$ cat config.mk
export PLATFORM = sky130hd
export DESIGN_NAME = reg_verify_sequencer_flat
export DESIGN_NICKNAME = d
export VERILOG_FILES = /design/src/rtl/reg_verify_sequencer_if.sv /design/src/rtl/reg_verify_sequencer.sv /design/src/flat_wrapper.sv
export SDC_FILE = /design/constraint.sdc
export NUM_CORES = 1
export LEC_CHECK = 0
export BUFFER_PORTS_ARGS = -buffer_cell sky130_fd_sc_hd__clkbuf_2
export CORE_ASPECT_RATIO = 1.5
export CORE_MARGIN = 5
export CORE_UTILIZATION = 30
export DETAILED_ROUTE_END_ITERATION = 8
export PLACE_DENSITY_LB_ADDON = 0.25
export RECOVER_POWER = 50
export SLEW_MARGIN = 40
export SYNTH_ARGS = -nofsm -noshare
export SYNTH_HDL_FRONTEND = slang
export SYNTH_SLANG_ARGS = --single-unit
$ cat constraint.sdc
create_clock -name clock -period 2.4 [get_ports clock]
set_input_delay 0.12 -clock clock [delete_from_list [all_inputs] [get_ports clock]]
set_output_delay 0.12 -clock clock [all_outputs]
set_load 0.01 [all_outputs]
$ cat src/rtl/reg_verify_sequencer_if.sv
// Signal bundle between the bring-up sequencer (slave) and its surroundings: processor,
// instruction ROM, regfile read port and expected-value table (master).
interface reg_verify_sequencer_if #(
  parameter int unsigned DATA_WIDTH      = 8,
  parameter int unsigned REG_COUNT       = 8,
  parameter int unsigned REG_ADDR_WIDTH  = 3,
  parameter int unsigned IMEM_ADDR_WIDTH = 8,
  parameter int unsigned CYCLE_WIDTH     = 10,
  parameter int unsigned EXP_ADDR_WIDTH  = 6,
  parameter int unsigned ERR_WIDTH       = 8
);
  logic                       start;
  logic [CYCLE_WIDTH-1:0]     num_cycles;
  logic [EXP_ADDR_WIDTH:0]    exp_count;
  logic                       stop_on_fail;
  logic [IMEM_ADDR_WIDTH-1:0] instAddr;
  logic [REG_ADDR_WIDTH-1:0]  cpu_readReg;
  logic [REG_ADDR_WIDTH-1:0]  ctrl_readReg;
  logic [DATA_WIDTH-1:0]      data_readReg;
  logic [EXP_ADDR_WIDTH-1:0]  exp_index;
  logic [REG_ADDR_WIDTH-1:0]  exp_reg;
  logic [DATA_WIDTH-1:0]      exp_value;
  logic                       test_mode;
  logic                       running;
  logic                       done;
  logic                       pass;
  logic [ERR_WIDTH-1:0]       errors;
  logic [REG_COUNT-1:0]       fail_mask;
  logic                       bad_entry;

  modport slave (
    input  start, num_cycles, exp_count, stop_on_fail, cpu_readReg, data_readReg, exp_reg,
           exp_value,
    output instAddr, ctrl_readReg, exp_index, test_mode, running, done, pass, errors,
           fail_mask, bad_entry
  );

  modport master (
    output start, num_cycles, exp_count, stop_on_fail, cpu_readReg, data_readReg, exp_reg,
           exp_value,
    input  instAddr, ctrl_readReg, exp_index, test_mode, running, done, pass, errors,
           fail_mask, bad_entry
  );
endinterface

$ cat src/rtl/reg_verify_sequencer.sv
// Run-then-check bring-up sequencer: steps the instruction address for a cycle budget, then
// takes the regfile read port and compares it against an expected-value table.
module reg_verify_sequencer #(
  parameter int unsigned DATA_WIDTH      = 8,
  parameter int unsigned REG_COUNT       = 8,
  parameter int unsigned REG_ADDR_WIDTH  = 3,
  parameter int unsigned IMEM_ADDR_WIDTH = 8,
  parameter int unsigned CYCLE_WIDTH     = 10,
  parameter int unsigned EXP_ADDR_WIDTH  = 6,
  parameter int unsigned ERR_WIDTH       = 8
) (
  input logic                   clock,
  input logic                   reset,
  reg_verify_sequencer_if.slave bus
);
  localparam int unsigned IdxWidth = EXP_ADDR_WIDTH + 1;

  typedef enum logic [2:0] {StIdle, StRun, StFetch, StSettle, StCompare, StDone} state_e;

  state_e                     state_q, state_d;
  logic [IMEM_ADDR_WIDTH-1:0] inst_addr_q, inst_addr_d;
  logic [CYCLE_WIDTH-1:0]     cycle_cnt_q, cycle_cnt_d;
  logic [CYCLE_WIDTH-1:0]     num_cycles_q, num_cycles_d;
  // One extra bit so the index can reach a full-table exp_count.
  logic [IdxWidth-1:0]        exp_count_q, exp_count_d;
  logic [IdxWidth-1:0]        exp_idx_q, exp_idx_d;
  logic                       stop_q, stop_d;
  logic [ERR_WIDTH-1:0]       errors_q, errors_d;
  logic [REG_COUNT-1:0]       fail_mask_q, fail_mask_d;
  logic                       bad_entry_q, bad_entry_d;
  logic [REG_ADDR_WIDTH-1:0]  chk_reg_q, chk_reg_d;
  logic [DATA_WIDTH-1:0]      chk_val_q, chk_val_d;

  logic start_ok, run_last, chk_bad, chk_miss, chk_fail;
  logic test_mode, running, done, pass;

  assign start_ok = bus.start && (state_q == StIdle || state_q == StDone);
  assign run_last = (cycle_cnt_q + CYCLE_WIDTH'(1)) == num_cycles_q;
  assign chk_bad  = 32'(chk_reg_q) >= REG_COUNT;
  assign chk_miss = !chk_bad && (bus.data_readReg != chk_val_q);
  assign chk_fail = chk_bad || chk_miss;

  always_ff @(posedge clock or posedge reset) begin
    if (reset) state_q <= StIdle;
    else       state_q <= state_d;
  end

  always_comb begin
    state_d = state_q;
    unique case (state_q)
      StIdle, StDone: if (start_ok) state_d = (bus.num_cycles == '0) ? StFetch : StRun;
      StRun:          if (run_last) state_d = StFetch;
      StFetch:        state_d = (exp_idx_q == exp_count_q) ? StDone : StSettle;
      StSettle:       state_d = StCompare;
      StCompare:      state_d = (chk_fail && stop_q) ? StDone : StFetch;
      default:        state_d = StIdle;
    endcase
  end

  always_comb begin
    inst_addr_d  = inst_addr_q;
    cycle_cnt_d  = cycle_cnt_q;
    num_cycles_d = num_cycles_q;
    exp_count_d  = exp_count_q;
    exp_idx_d    = exp_idx_q;
    stop_d       = stop_q;
    errors_d     = errors_q;
    fail_mask_d  = fail_mask_q;
    bad_entry_d  = bad_entry_q;
    chk_reg_d    = chk_reg_q;
    chk_val_d    = chk_val_q;
    if (start_ok) begin
      inst_addr_d  = '0;
      cycle_cnt_d  = '0;
      exp_idx_d    = '0;
      errors_d     = '0;
      fail_mask_d  = '0;
      bad_entry_d  = 1'b0;
      num_cycles_d = bus.num_cycles;
      exp_count_d  = bus.exp_count;
      stop_d       = bus.stop_on_fail;
    end else begin
      case (state_q)
        StRun: begin
          inst_addr_d = inst_addr_q + IMEM_ADDR_WIDTH'(1);
          cycle_cnt_d = cycle_cnt_q + CYCLE_WIDTH'(1);
        end
        StSettle: begin
          chk_reg_d = bus.exp_reg;
          chk_val_d = bus.exp_value;
        end
        StCompare: begin
          exp_idx_d = exp_idx_q + IdxWidth'(1);
          if (chk_bad) bad_entry_d = 1'b1;
          if (chk_fail && errors_q != '1) errors_d = errors_q + ERR_WIDTH'(1);
          if (chk_miss) begin
            for (int unsigned r = 0; r < REG_COUNT; r++) begin
              if (chk_reg_q == REG_ADDR_WIDTH'(r)) fail_mask_d[r] = 1'b1;
            end
          end
        end
        default: ;
      endcase
    end
  end

  always_ff @(posedge clock or posedge reset) begin
    if (reset) begin
      inst_addr_q  <= '0;
      cycle_cnt_q  <= '0;
      num_cycles_q <= '0;
      exp_count_q  <= '0;
      exp_idx_q    <= '0;
      stop_q       <= 1'b0;
      errors_q     <= '0;
      fail_mask_q  <= '0;
      bad_entry_q  <= 1'b0;
      chk_reg_q    <= '0;
      chk_val_q    <= '0;
    end else begin
      inst_addr_q  <= inst_addr_d;
      cycle_cnt_q  <= cycle_cnt_d;
      num_cycles_q <= num_cycles_d;
      exp_count_q  <= exp_count_d;
      exp_idx_q    <= exp_idx_d;
      stop_q       <= stop_d;
      errors_q     <= errors_d;
      fail_mask_q  <= fail_mask_d;
      bad_entry_q  <= bad_entry_d;
      chk_reg_q    <= chk_reg_d;
      chk_val_q    <= chk_val_d;
    end
  end

  always_comb begin
    test_mode = state_q inside {StFetch, StSettle, StCompare, StDone};
    running   = state_q == StRun;
    done      = state_q == StDone;
    pass      = done && (errors_q == '0) && !bad_entry_q;
  end

  assign bus.instAddr     = inst_addr_q;
  assign bus.ctrl_readReg = test_mode ? chk_reg_q : bus.cpu_readReg;
  assign bus.exp_index    = exp_idx_q[EXP_ADDR_WIDTH-1:0];
  assign bus.test_mode    = test_mode;
  assign bus.running      = running;
  assign bus.done         = done;
  assign bus.pass         = pass;
  assign bus.errors       = errors_q;
  assign bus.fail_mask    = fail_mask_q;
  assign bus.bad_entry    = bad_entry_q;
endmodule

$ cat src/flat_wrapper.sv
// flat-port wrapper written by rule: the top's interface ports become plain ports
module reg_verify_sequencer_flat 
#(
  parameter int unsigned DATA_WIDTH      = 8,
  parameter int unsigned REG_COUNT       = 8,
  parameter int unsigned REG_ADDR_WIDTH  = 3,
  parameter int unsigned IMEM_ADDR_WIDTH = 8,
  parameter int unsigned CYCLE_WIDTH     = 10,
  parameter int unsigned EXP_ADDR_WIDTH  = 6,
  parameter int unsigned ERR_WIDTH       = 8
)
  (clock, reset, bus_start, bus_num_cycles, bus_exp_count, bus_stop_on_fail, bus_cpu_readReg, bus_data_readReg, bus_exp_reg, bus_exp_value, bus_instAddr, bus_ctrl_readReg, bus_exp_index, bus_test_mode, bus_running, bus_done, bus_pass, bus_errors, bus_fail_mask, bus_bad_entry);
  reg_verify_sequencer_if #(.DATA_WIDTH(DATA_WIDTH), .REG_COUNT(REG_COUNT), .REG_ADDR_WIDTH(REG_ADDR_WIDTH), .IMEM_ADDR_WIDTH(IMEM_ADDR_WIDTH), .CYCLE_WIDTH(CYCLE_WIDTH), .EXP_ADDR_WIDTH(EXP_ADDR_WIDTH), .ERR_WIDTH(ERR_WIDTH)) bus_i ();
  input logic clock;
  input logic reset;
  input wire logic [$bits(bus_i.start)-1:0] bus_start;
  input wire logic [$bits(bus_i.num_cycles)-1:0] bus_num_cycles;
  input wire logic [$bits(bus_i.exp_count)-1:0] bus_exp_count;
  input wire logic [$bits(bus_i.stop_on_fail)-1:0] bus_stop_on_fail;
  input wire logic [$bits(bus_i.cpu_readReg)-1:0] bus_cpu_readReg;
  input wire logic [$bits(bus_i.data_readReg)-1:0] bus_data_readReg;
  input wire logic [$bits(bus_i.exp_reg)-1:0] bus_exp_reg;
  input wire logic [$bits(bus_i.exp_value)-1:0] bus_exp_value;
  output wire logic [$bits(bus_i.instAddr)-1:0] bus_instAddr;
  output wire logic [$bits(bus_i.ctrl_readReg)-1:0] bus_ctrl_readReg;
  output wire logic [$bits(bus_i.exp_index)-1:0] bus_exp_index;
  output wire logic [$bits(bus_i.test_mode)-1:0] bus_test_mode;
  output wire logic [$bits(bus_i.running)-1:0] bus_running;
  output wire logic [$bits(bus_i.done)-1:0] bus_done;
  output wire logic [$bits(bus_i.pass)-1:0] bus_pass;
  output wire logic [$bits(bus_i.errors)-1:0] bus_errors;
  output wire logic [$bits(bus_i.fail_mask)-1:0] bus_fail_mask;
  output wire logic [$bits(bus_i.bad_entry)-1:0] bus_bad_entry;
  assign bus_i.start = bus_start;
  assign bus_i.num_cycles = bus_num_cycles;
  assign bus_i.exp_count = bus_exp_count;
  assign bus_i.stop_on_fail = bus_stop_on_fail;
  assign bus_i.cpu_readReg = bus_cpu_readReg;
  assign bus_i.data_readReg = bus_data_readReg;
  assign bus_i.exp_reg = bus_exp_reg;
  assign bus_i.exp_value = bus_exp_value;
  assign bus_instAddr = bus_i.instAddr;
  assign bus_ctrl_readReg = bus_i.ctrl_readReg;
  assign bus_exp_index = bus_i.exp_index;
  assign bus_test_mode = bus_i.test_mode;
  assign bus_running = bus_i.running;
  assign bus_done = bus_i.done;
  assign bus_pass = bus_i.pass;
  assign bus_errors = bus_i.errors;
  assign bus_fail_mask = bus_i.fail_mask;
  assign bus_bad_entry = bus_i.bad_entry;
  reg_verify_sequencer #(.DATA_WIDTH(DATA_WIDTH), .REG_COUNT(REG_COUNT), .REG_ADDR_WIDTH(REG_ADDR_WIDTH), .IMEM_ADDR_WIDTH(IMEM_ADDR_WIDTH), .CYCLE_WIDTH(CYCLE_WIDTH), .EXP_ADDR_WIDTH(EXP_ADDR_WIDTH), .ERR_WIDTH(ERR_WIDTH)) u_core (.clock(clock), .reset(reset), .bus(bus_i));
endmodule
==> results of run 1 <==
[worst register-to-register path, stage by stage (launching register included)]
cell,delay [ns]
dfrtp_1,0.41
ha_1,0.22
nand3_2,0.12
or3_1,0.38
a2111oi_2,0.36
nand4_1,0.17
o31ai_1,0.26
o211ai_1,0.12
[cell usage after synthesis (all sizes together) (2+ instances only)]
cell and number:
buf 15, a21oi 23, nor3 2, or4 2, nor4 3, o211ai 4
nand3 15, ha 5, o31ai 4, and3 8, xnor2 27, nor2b 7
clkbuf 10, nand2 76, xor2 13, nor2 34, nor3b 2, o21ai 24
inv 8, nand2b 6, or3 9, dfrtp 73, nand4 11, a31oi 4
and2 6, mux2 14
[final timing paths]
| check | end | slack (ns) |
|---|---|---|
| worst max-delay path | u_core.state_q[0] | 0.22 |
| worst min-delay path | u_core.num_cycles_q[5] | 0.005 |
| worst max register to register | u_core.state_q[0] | 0.22 |
| worst min register to register | u_core.stop_q | 0.47 |
| max in group asynchronous | u_core.cycle_cnt_q[0] | 1.03 |
| min in group asynchronous | u_core.chk_val_q[7] | 0.64 |
[layer usage]
metal	GRT usage, %	wire length (um)
met1	15.1	3910
met2	24.5	5490
met3	2.29	357
met4	7.19	294
met5	0	0
[power by group through the flow]
stage	sequential, W	clock [W]	combinational, W
floorplan	0.00192	0	0.00158
global placement	0.00198	0	0.00222
detailed placement	0.00199	0	0.00224
CTS	0.00197	0.00146	0.00228
global route	0.00203	0.00150	0.00252
finish	0.00198	0.00143	0.00223
[flip-flops by register name, indices dropped and copies added (netlist names)]
name	cells
u_core.chk_reg_q	3
u_core.cycle_cnt_q	10
u_core.state_q	3
u_core.exp_idx_q	7
u_core.bus.instAddr	8
u_core.stop_q	1
u_core.bus.fail_mask	8
u_core.num_cycles_q	10
u_core.bus.errors	8
u_core.exp_count_q	7
u_core.chk_val_q	8
[repair_timing]
item                                    in CTS  in global routing
hold endpoints to repair                    88                  0
hold buffers                                16                  0
endpoints found under the setup margin       0                  1
setup buffers                                0                  0
gates resized for setup                      0                  1
[cells by family (layout without fill, tap and decap cells)]
family,Yosys count,count (layout),share of synthesized area (%)
compound gates,69,69,10.6
fa+ha+maj,5,5,1.61
mux,14,14,4.06
buf+inv,33,133,4.22
other cells,1,1,0.0966
xor+xnor,40,40,9.02
flops,73,73,47.1
simple gates,186,186,23.3
[final cells by class]
class	count	area share, %
Sequential cell	73	37.2
Inverter	8	0.611
Multi-Input combinational cell	315	38.6
Clock inverter	3	1.32
Tap cell	159	4.05
Timing Repair Buffer	110	13.1
Clock buffer	12	5.02
[stage by stage]
stage	area (um2)	utilization, %	hold slack [ns]	instances
3_3_place_gp	4470	34.9	0.224	649
4_1_cts	4950	38.6	0.00246	680
6_report	4910	38.3	0.00490	680
3_5_place_dp	4470	34.9	0.227	649
2_1_floorplan	3880	-	0.225	421
5_1_grt	4910	38.3	0.0187	680
==> run metrics, run 1 <==
stages on the worst setup path=7; clk slew on worst S/H paths=approximately 0.060 ns; Setup crit start=u_core.cycle_cnt_q[1]; post-route setup TNS=0 ns; Rel. slew slack=between 30% and 40%; Final Wtd Congestion=roughly 0.92; fin nets=between 500 and 600; TritonCTS clock tree=yes; critical path type=reg2reg; Synth area leaders=dfrtp_1 (47%), nand2_1 (7.3%), xnor2_1 (6.1%); status=finished, final reports clean; WP data required=2.61 ns; Fill cells=1293; Buf/Inv on CP=0; CP Launch Type=flop; LEAKAGE=between 2 and 2.5 nW; multi-input logic area=0.00190 mm2; CP max stage cell=dfrtp_1; drt first-iter violations=85; Fin. Hold Viols=0; die height=roughly 150 um; sw power=about 0.0021 W; worst min path class=in2reg; global-route wire length before repair=between 15 and 20 mm; Synth async-reset ratio=100%; TritonCTS buffer count=9; EDFF count, synth=0; WHS Path Cells=3; Synth Register Bits=73; HPWL after DPL=7.44 mm; main flop type after synthesis=dfrtp_1; cell row count=between 50 and 60; Port-buffer cells=79; Hold Crit Start=bus_num_cycles[5]; Final Setup Violations=0; FF-to-FF path depth=7; commonest cells after routing, fill and taps aside=nand2_1 (76), dfrtp_1 (72), clkbuf_2 (61); Distinct cells, synth=51; kind of end point of the critical path=flop; Pre-antenna DRT Iters=4; final number of max-transition violations=0; vias in the first global route=3446; maximum vdd drop=about 0.50 mV; Crit Reg-Reg Startpoint=u_core.cycle_cnt_q[1]; setup ws final=around 0.22 ns; clock group share of total power=between 20% and 30%; CP top delay family=compound AO/OA/AOI/OAI gates; syn_area_per_cell=approximately 9.2 um2; wire per inst=between 10 and 15 um; Int Power=0.00354 W; largest net degree at the start of global routing=74; Starting Density=30.3%; Gate Count Post-Synth=between 400 and 500; clk sinks=73; power share of the combinational group=about two fifths; total power draw=~0.0056 W; Sw Share=about 37%; later-pin clock latency in the skew report=between 0.3 and 0.4 ns; fraction of layout cells with a size suffix above 1=22.1%; CTS H-tree lvls=3; Antenna Cells=0; min Tclk post-route=roughly 2.2 ns; unrepaired setup endpoints after global routing=false; Clock Skew=0.00930 ns; Reg power frac=35.1%; GRT overflow=0; core area=approximately 0.013 mm2; Worst EP arrival=2.38 ns; CP peak stage delay=between 0.4 and 0.5 ns; Ys Warns=0; final WL=10.0 mm; CP cell instances=ha_1, nand3_2, or3_1, a2111oi_2, nand4_1, o31ai_1, o211ai_1; GRT Util Overall=about 14%; Register Area=0.00183 mm2; clock root buffer master=clkbuf_16; Antenna Violating Nets Remaining=0; most common cell after layout, fill and taps aside=nand2_1; PwrDens=1150 mW/mm2; deepest clock path buffer count=2; # IOs=81; Post-Syn Area=approximately 0.0039 mm2; Tcrit/Tclk final=around 91%; Crit Path Max Fanout=5; vias per inst=a little under 5; worst slack at placement=roughly 0.18 ns; post-synth top area share=between 40% and 50%; Seq/Total Area, Yosys=a little under half; die area=between 0.015 and 0.02 mm2; chip width=a little over 100 um; Layout area overhead=26.5%; Worst-Margin Slew=1.01 ns; Vias=approximately 3.3k; DR DRC count=0; cell taking the most area after synthesis=dfrtp_1; total nets after synthesis=469; maximum clock rate=roughly 0.46 GHz; initial antenna violation count=0; max cap viols=0
No activity file was read; power rests on OpenSTA's default activity.
==> run 2, diff against run 1 <==
==> constraint.sdc (replaced) <==
create_clock -name clock -period 1.8 [get_ports clock]
set_input_delay 0.09 -clock clock [delete_from_list [all_inputs] [get_ports clock]]
set_output_delay 0.09 -clock clock [all_outputs]
set_load 0.01 [all_outputs]
==> run 2 against run 1 <==
Net effect: the flow now finishes with violations (negative setup slack); clock skew shrank 0.0017 ns; clock power grew 33%; cell area up 15%; final cell count up 9.3%; largest power group unchanged.
==> run metrics, run 2 (same netlist as run 1, synthesis figures left out) <==
status=finished with violations; violated checks=negative setup slack; critical path type=reg2reg; deepest clock path buffer count=2 (unchanged); Tcrit/Tclk final=116% (+25 points); Largest regs=u_core.cycle_cnt_q: 10 flops, u_core.num_cycles_q: 10 flops; Vias=3540 (+6.3%); vias per inst=4.76 (-2.7%); Final Wtd Congestion=0.860 (-7.0%); drt first-iter violations=87 (+2.4%); maximum vdd drop=0.895 mV (+81%); Fin. Hold Viols=0 (unchanged); CP Launch Type=flop; Starting Density=30.3% (unchanged); final number of max-transition violations=0 (unchanged); Reg power frac=31.4% (-3.7 points); hold slack=0.194 ns (+0.189 ns); GRT Util Overall=14.6% (+0.88 points); later-pin clock latency in the skew report=0.33 ns (about the same); wire per inst=14.6 um (-1.2%); min Tclk post-route=2.09 ns (-0.0924 ns); Antenna Violating Nets Remaining=0 (unchanged); LEAKAGE=2.67 nW (+17%); CP max stage cell=dfrtp_1; GRT overflow=0 (unchanged); unrepaired setup endpoints after global routing=true; Rel. slew slack=29.8% (-2.8 points); Crit Path Max Fanout=2 (-3); initial antenna violation count=0 (unchanged); clk slew on worst S/H paths=0.06 ns (about the same); Pre-antenna DRT Iters=4 (unchanged); vias in the first global route=3685 (+6.9%); CP peak stage delay=0.39 ns (-0.02 ns); die height=149 um (unchanged); maximum clock rate=0.479 GHz (+4.4%); Int Power=0.00531 W (+50%); global-route wire length before repair=17.6 mm (+8.0%); kind of end point of the critical path=flop; clock root buffer master=clkbuf_16; Final Setup Violations=2 (+2); clk sinks=73 (unchanged); sw power=0.00303 W (+45%); cell row count=51 (unchanged); setup ws final=-0.287 ns (-0.508 ns); PwrDens=1480 mW/mm2 (+29%); commonest cells after routing, fill and taps aside=nand2_1 (76), dfrtp_1 (71), clkbuf_2 (62); largest net degree at the start of global routing=74 (unchanged); core area=0.0128 mm2 (unchanged); Worst-Margin Slew=1.05 ns (+0.0418 ns); TritonCTS buffer count=9 (unchanged); fraction of layout cells with a size suffix above 1=33.0% (+11 points); Layout area overhead=45.1%; WP data required=2.00 ns (-0.61 ns); Sw Share=36.4% (-0.76 points); clock group share of total power=22.8% (-2.6 points); chip width=103 um (unchanged); Layout Cells excl Fill=743 (+9.3%); DR DRC count=0 (unchanged); TritonCTS clock tree=yes; worst min path class=in2reg; HPWL after DPL=7.84 mm (+5.5%); die area=0.0154 mm2 (unchanged); Port-buffer cells=79 (unchanged); most common cell after layout, fill and taps aside=nand2_1; fin nets=628 (+11%); # IOs=81 (unchanged); Clock Skew=0.00756 ns (-0.00174 ns); Antenna Cells=0 (unchanged); Worst EP arrival=2.29 ns (-0.09 ns); power share of the combinational group=45.8% (+6.3 points); DP Cell Count=693 (+6.8%); final WL=10.8 mm (+8.0%); max cap viols=0 (unchanged); CTS H-tree lvls=3 (unchanged); CP cell instances=ha_4, nand3_4, or3_4, a2111oi_2, nand4_1, o31ai_1, o211ai_1
run 2: cell types whose count changed in the layout (fill, tap and decap cells not counted), moves of 4 or more:
cell / delta
buf_4: +41
dlygate4sd3_1: +14
buf_6: +10
o21ai_0: -5
a21oi_1: -4
clkbuf_1: -4
o21ai_1: +4
run 2: power by group through the flow:
stage,clock (W),combinational (W),sequential [W]
detailed placement,0,0.00342,0.00262
floorplan,0,0.00212,0.00257
CTS,0.00193,0.00360,0.00261
global placement,0,0.00336,0.00260
finish,0.00190,0.00383,0.00262
global route,0.00201,0.00423,0.00269
run 2: critical path: cells and delay by family, from the launching register on:
kind	cells	cell delay, ns
AOI/OAI and AO/OA	3	0.75
adders and majority gates	1	0.17
DFF	1	0.39
and+or+nand+nor	3	0.65
run 2: per-layer routing:
layer | global-route usage, % | vias to the layer above | part of all wire, %
li1 | - | 1748 | -
met2 | 26.8 | 63 | 56
met5 | 0 | - | 0
met1 | 15.8 | 1715 | 38
met4 | 5.51 | 0 | 2.3
met3 | 3.42 | 14 | 4.1
run 2: path summary, 6_finish.rpt:
| path | from | to | slack, ns | cells after the start |
|---|---|---|---|---|
| worst max-delay path | u_core.cycle_cnt_q[0] | u_core.state_q[0] | -0.29 | 7 |
| worst min-delay path | bus_start | u_core.state_q[0] | 0.19 | 4 |
| worst max register to register | u_core.cycle_cnt_q[0] | u_core.state_q[0] | -0.29 | 7 |
| worst min register to register | u_core.stop_q | u_core.stop_q | 0.47 | 2 |
| max in group asynchronous | reset | u_core.state_q[2] | 0.38 | 4 |
| min in group asynchronous | reset | u_core.bus.errors[7] | 0.64 | 4 |
run 2: final cells by class:
type	instances	area, um2
Inverter	8	33.8
Timing Repair Buffer	173	1210
Clock inverter	3	65.1
Clock buffer	12	246
Tap cell	159	199
Multi-Input combinational cell	315	2050
Fill cell	1248	7190
Sequential cell	73	1830
run 2: stage by stage:
step / instance area [um2] / worst slack (ns) / total power, W / setup TNS (ns) / utilization, %
after CTS: 5480 / -0.252 / 0.00814 / -0.372 / 42.8
after global routing: 5630 / -0.335 / 0.00893 / -0.642 / 43.9
after floorplan: 3910 / -0.252 / 0.00469 / -0.386 / -
after global placement: 4820 / -0.179 / 0.00596 / -0.443 / 37.6
final: 5630 / -0.287 / 0.00835 / -0.448 / 43.9
after detailed placement: 4820 / -0.240 / 0.00604 / -1.42 / 37.6
run 2: timing repair:
action | CTS | global route
buffers inserted | 2 | 4
pin swaps | 2 | 9
hold buffers | 30 | 0
gates cloned | 0 | 0
endpoints found under the setup margin | 48 | 17
resized for setup | 9 | 42
endpoints found under the hold margin | 102 | 0
